<file path="src/rtl/arb_pkg.sv">
// Shared types and helpers for the arbiter family.
package arb_pkg;

  typedef enum logic {ARB_FIXED = 1'b0, ARB_RR = 1'b1} arb_mode_t;

  localparam int unsigned OH_W = 64;

  // OR of the set bit positions; exact for one-hot or all-zero input.
  function automatic int unsigned onehot_to_idx(input logic [OH_W-1:0] oh);
    int unsigned idx;
    idx = 0;
    for (int unsigned i = 0; i < OH_W; i++) begin
      if (oh[i]) idx = idx | i;
    end
    return idx;
  endfunction

endpackage

</file>
<file path="src/rtl/rr_pick.sv">
// Combinational winner selection: highest index (fixed) or first set bit at/after ptr (round-robin).
module rr_pick
  import arb_pkg::*;
#(
  parameter  int N   = 4,
  localparam int IDW = $clog2(N)
) (
  input  logic [N-1:0]   req_masked,
  input  logic [IDW-1:0] ptr,
  input  logic           mode,
  output logic [IDW-1:0] win_idx,
  output logic           win_valid
);

  logic [N-1:0]   at_or_above;
  logic [2*N-1:0] dbl;
  logic           found;

  always_comb begin
    at_or_above = '0;
    for (int unsigned i = 0; i < N; i++) begin
      at_or_above[i] = (IDW'(i) >= ptr);
    end
    // Lower half holds bits at/above ptr, upper half the full vector for wrap-around.
    dbl       = {req_masked, req_masked & at_or_above};
    win_valid = |req_masked;
    win_idx   = '0;
    found     = 1'b0;
    if (arb_mode_t'(mode) == ARB_RR) begin
      for (int unsigned i = 0; i < 2 * N; i++) begin
        if (dbl[i] && !found) begin
          win_idx = IDW'(i % N);
          found   = 1'b1;
        end
      end
    end else begin
      for (int unsigned i = 0; i < N; i++) begin
        if (req_masked[i]) win_idx = IDW'(i);
      end
    end
  end

endmodule

</file>
<file path="src/rtl/rr_arbiter.sv">
// N-way arbiter with registered one-hot grant, runtime fixed/round-robin mode and bounded grant hold.
module rr_arbiter
  import arb_pkg::*;
#(
  parameter  int N        = 4,
  parameter  int MAX_HOLD = 4,
  localparam int IDW      = $clog2(N)
) (
  input  logic           clk,
  input  logic           rst,
  input  logic [N-1:0]   req,
  input  logic           mode,
  output logic [N-1:0]   gnt,
  output logic [IDW-1:0] gnt_id,
  output logic           gnt_valid
);

  localparam int HW = $clog2(MAX_HOLD + 1);

  logic [N-1:0]   gnt_q, gnt_d;
  logic [IDW-1:0] gnt_id_q, gnt_id_d;
  logic           gnt_valid_q, gnt_valid_d;
  logic [IDW-1:0] ptr_q, ptr_d;
  logic [HW-1:0]  hold_cnt_q, hold_cnt_d;

  logic [N-1:0]   others;
  logic [N-1:0]   req_masked;
  logic           cur_req, at_limit, keep, preempt;
  logic [IDW-1:0] win_idx;
  logic           win_valid;

  rr_pick #(.N(N)) u_pick (
    .req_masked(req_masked),
    .ptr       (ptr_q),
    .mode      (mode),
    .win_idx   (win_idx),
    .win_valid (win_valid)
  );

  always_comb begin
    // gnt_q is one-hot, so masking with it isolates the current holder's request.
    cur_req    = |(req & gnt_q);
    others     = req & ~gnt_q;
    at_limit   = (hold_cnt_q == HW'(MAX_HOLD - 1));
    keep       = cur_req && (!at_limit || (others == '0));
    preempt    = cur_req && at_limit && (others != '0);
    req_masked = preempt ? others : req;

    gnt_d      = '0;
    hold_cnt_d = '0;
    ptr_d      = ptr_q;
    if (keep) begin
      gnt_d      = gnt_q;
      hold_cnt_d = at_limit ? hold_cnt_q : hold_cnt_q + HW'(1);
    end else if (win_valid) begin
      gnt_d = N'(1) << win_idx;
      ptr_d = (win_idx == IDW'(N - 1)) ? '0 : win_idx + IDW'(1);
    end
    gnt_id_d    = IDW'(onehot_to_idx(OH_W'(gnt_d)));
    gnt_valid_d = |gnt_d;
  end

  always_ff @(posedge clk) begin
    if (rst) begin
      gnt_q       <= '0;
      gnt_id_q    <= '0;
      gnt_valid_q <= 1'b0;
      ptr_q       <= '0;
      hold_cnt_q  <= '0;
    end else begin
      gnt_q       <= gnt_d;
      gnt_id_q    <= gnt_id_d;
      gnt_valid_q <= gnt_valid_d;
      ptr_q       <= ptr_d;
      hold_cnt_q  <= hold_cnt_d;
    end
  end

  assign gnt       = gnt_q;
  assign gnt_id    = gnt_id_q;
  assign gnt_valid = gnt_valid_q;

endmodule

</file>
<file path="config.mk">
export PLATFORM = sky130hd
export DESIGN_NAME = rr_arbiter
export DESIGN_NICKNAME = d
export VERILOG_FILES = /design/src/rtl/arb_pkg.sv /design/src/rtl/rr_pick.sv /design/src/rtl/rr_arbiter.sv
export SDC_FILE = /design/constraint.sdc
export NUM_CORES = 1
export LEC_CHECK = 0
export ABC_AREA = 1
export CORE_ASPECT_RATIO = 0.8
export CORE_MARGIN = 2
export CORE_UTILIZATION = 25
export CTS_CLUSTER_SIZE = 12
export DETAILED_ROUTE_END_ITERATION = 8
export PLACE_DENSITY = 0.56
export SYNTH_ARGS = -nofsm -noshare
export SYNTH_HDL_FRONTEND = slang
export SYNTH_HIERARCHICAL = 1
export SYNTH_SLANG_ARGS = --single-unit
</file>
<file path="constraint.sdc">
create_clock -name clk -period 2.8 [get_ports clk]
set_clock_uncertainty 0.15 [all_clocks]
set_input_delay 0.56 -clock clk [delete_from_list [all_inputs] [get_ports clk]]
set_output_delay 0.56 -clock clk [all_outputs]
set_load 0.05 [all_outputs]
</file>
==> results.rst <==
.. list-table::
   :header-rows: 1

   * - Metric
     - Value
   * - Via count of the first global-routing pass
     - 686
   * - Run status
     - complete, no violations
   * - Series of cell instances along the critical path
     - clkdlybuf4s15_1 > nand2_1 > nand4_1 > o211ai_1 > nand2_1 > nand2_2 > nand2_2 > nand2_1 > nor2_1 > nand3_1 > nand2_1 > nand2_1 > nand2_2 > inv_1 > ha_1 > nand2_1 > nor2_1 > nand2_2 > nand2_1 > nor2_1 > nand2_1
   * - Root buffer cell
     - sky130_fd_sc_hd__clkbuf_8
   * - Critical Path Slowest Stage Cell
     - sky130_fd_sc_hd__clkdlybuf4s15_1
   * - Largest net degree at the start of global routing
     - 11
   * - Top cell type's share of synthesized area
     - 29.9%
   * - Clock transition at the registers of the reported paths
     - 50 ps
   * - Top library cells by usage in the layout, fill and taps aside
     - sky130_fd_sc_hd__nand2_1, sky130_fd_sc_hd__inv_1, sky130_fd_sc_hd__nand2_2, sky130_fd_sc_hd__dfxtp_1, sky130_fd_sc_hd__nor2_1
   * - Post-detailed-route via-to-cell ratio
     - 4.28
   * - Source of the worst hold timing path
     - ptr_q[0]
   * - Synth top area cells
     - sky130_fd_sc_hd__dfxtp_1, sky130_fd_sc_hd__nand2_1, sky130_fd_sc_hd__ha_1
   * - Sum of overflow across all layers after global routing
     - 0
   * - Worst Tran Pin Value
     - 496 ps
   * - Area inside the core boundary
     - 3090 um2
   * - Width of the chip
     - 67.4 um
   * - Average wire length per cell after detail routing
     - 9.66 um
   * - Peak supply drop
     - 160 uV
   * - Initial drt markers
     - 10
   * - Reg-to-reg setup timing slack
     - 320 ps
   * - Category of cells accounting for the largest share of critical-path delay
     - simple AND/OR/NAND/NOR gates
   * - CP Class
     - input pin to flip-flop
   * - Total via count in the routed design
     - 774
   * - PD cells
     - 612 nW/um2
   * - Overall power
     - 0.000686 W
   * - Most prevalent standard cell on the critical path
     - sky130_fd_sc_hd__nand2_1
   * - Most frequent standard cell in the layout excluding fill and tap cells
     - sky130_fd_sc_hd__nand2_1
   * - CP Capture Type
     - flip-flop
   * - Number of max-capacitance violations reported
     - 0
   * - Critical Path Max Stage Delay
     - 240 ps
   * - Category of the worst setup path launch point
     - input pin
   * - Arrival time reported for the critical path endpoint
     - 2530 ps
   * - Largest fanout on the critical path
     - 4
   * - Path class of the lowest-slack min-delay path
     - flip-flop to flip-flop
   * - Port Buf Inserts
     - 13
   * - Synth-to-layout area growth
     - 39.4%
   * - Worst R2R Start
     - hold_cnt_q[0]
   * - Clock Path Buffers
     - 2
   * - Number of buffers and inverters on the critical path
     - 2
   * - Antenna Nets Post-Route
     - 0
   * - Peak Freq
     - 394 MHz
   * - Final hold violations
     - 0
   * - DRC Markers
     - 0
   * - Most frequently used flop master after synthesis
     - sky130_fd_sc_hd__dfxtp_1
   * - Initial DRT Pass Iterations
     - 4
   * - Number of max-slew violations in the final report
     - 0
   * - Global routing usage summed across all routing layers
     - 10.4%
   * - Height of the die
     - 54.7 um
   * - Final HPWL from detailed placement
     - 1.39 mm
   * - Count of cell instances traversed by the critical path
     - 21
   * - Total of warnings raised by yosys
     - 6
   * - Total clock buffers created by CTS
     - 3
   * - Async SR Flop Fraction
     - 0%
   * - Hold EP
     - ptr_q[0]
   * - Number of rows in the core area
     - 18
   * - Fraction of final layout cells with drive strength greater than 1
     - 23.4%
   * - Cell type contributing the most total cell area after synthesis
     - sky130_fd_sc_hd__dfxtp_1
   * - Fraction of the yosys area taken by sequential cells
     - 29.9%
   * - Unique masters post-synth
     - 23
   * - Average cell area after synthesis
     - 6.81 um2
   * - Total number of H-tree levels
     - 1
   * - Initial antenna violation count
     - 0
   * - Die area
     - 3690 um2
   * - Cells on worst reg2reg path
     - 20
   * - Ant diodes
     - 0
   * - Post-Route Setup TNS
     - 0 ps
   * - Synthesized netlist net count
     - 131
   * - Post-DP Area
     - 1030 um2
   * - Cell area after synthesis
     - 803 um2
   * - Area of all placed cells without fillers
     - 1120 um2
   * - Total Wirelength
     - 1.75 mm
   * - Number of instances in the synthesized netlist
     - 118
   * - Time the worst path needs with I/O delays and setup
     - 2540 ps
   * - Clock tree from TritonCTS
     - yes
   * - Worst EP required
     - 2790 ps
   * - Number of cells on the worst hold path
     - 2
   * - Clk_lat worst skew
     - 240 ps
   * - Yosys reg bits
     - 12
   * - Gpl congestion
     - 0.730
   * - Number of flops mapped to enable cells by yosys
     - 0
   * - Capture instance of the worst register-to-register path
     - gnt_valid
   * - Final setup viols
     - 0
   * - Headroom to the max-slew limit
     - 66.9%
   * - Wire length of the first global-routing pass
     - 2.84 mm
   * - Effective utilization at floorplan
     - 26.0%
   * - Leakage
     - 0.563 nW
   * - Post-route clock period utilization
     - 90.6%
   * - Layout net count
     - 155
   * - Sink count of the clock tree
     - 12
   * - Number of primary I/O pins
     - 14
## metal layers
layer / global-route usage [%] / share of wire (%)
met1: 12.3 / 45
met2: 18.0 / 51
met3: 4.32 / 4.4
met4: 2.04 / 0.40
met5: 0 / 0
## worst max path at each step
stage | end | startpoint | slack [ps]
after floorplan | gnt_valid | gnt[1] | 150
after global placement | gnt_valid | req[1] | -320
after detailed placement | gnt_valid | req[1] | -360
after CTS | gnt_valid | req[2] | 1
after global routing | gnt_valid | req[1] | -30
final | gnt_valid | req[1] | 260
## final cells by class
cell class	count	area (um2)
inverters	15	56.3
multi-input cells	89	520
flip-flops and latches	12	240
well taps	40	50.0
fillers	312	1970
repair buffers	21	198
clock buffers	4	55.1
## per-stage QoR
step,hold slack (ps),util (%),setup slack [ps],cells
3_3_place_gp,321,33.3,-321,176
2_1_floorplan,302,-,154,118
6_report,335,36.3,262,181
5_1_grt,381,36.3,-34.6,181
4_1_cts,339,35.4,1.33,180
3_5_place_dp,332,33.3,-357,176
## cells in the mapped netlist (all sizes together), types with 3 or more instances
master  number
a21oi        4
dfxtp       12
ha           6
inv         15
nand2       46
nand3        4
nand4        5
nor2        12
nor3         3
o21ai        3
## kinds of logic after synthesis
logic type | Yosys count | share of synthesized area, %
compound gates | 10 | 8.72
xor+xnor | 1 | 1.09
fa+ha+maj | 6 | 9.35
buf+inv | 17 | 7.94
flops | 12 | 29.9
mux | 1 | 1.25
simple gates | 71 | 41.7
## what timing repair did
action                                  in CTS  in global routing
pin swaps                                    2                  4
buffers inserted                             0                  1
endpoints found under the setup margin       3                  9
endpoints found under the hold margin        0                  0
hold buffers                                 0                  0
resized for setup                            6                  9
## worst register-to-register path: cells and delay by family, from the launching register on
family | cells | cell delay [ps]
flip-flops | 1 | 350
AND/OR/NAND/NOR | 15 | 1110
buffers and inverters | 1 | 70
AO/OA/AOI/OAI | 1 | 120
adder cells (fa/ha/maj) | 3 | 570
## registers in the layout, indices dropped and copies added (netlist names)
| signal | count |
|---|---|
| gnt | 4 |
| gnt_id | 2 |
| gnt_valid | 1 |
| hold_cnt_q | 3 |
| ptr_q | 2 |
## power breakdown
| group | switching, W | internal [W] | leakage, nW |
|---|---|---|---|
| Clock | 0.0000660 | 0.000124 | 0.0288 |
| Sequential | 0.0000181 | 0.000198 | 0.0986 |
| Combinational | 0.000173 | 0.000106 | 0.436 |
Note: power is estimated with default switching activity, not from simulation.
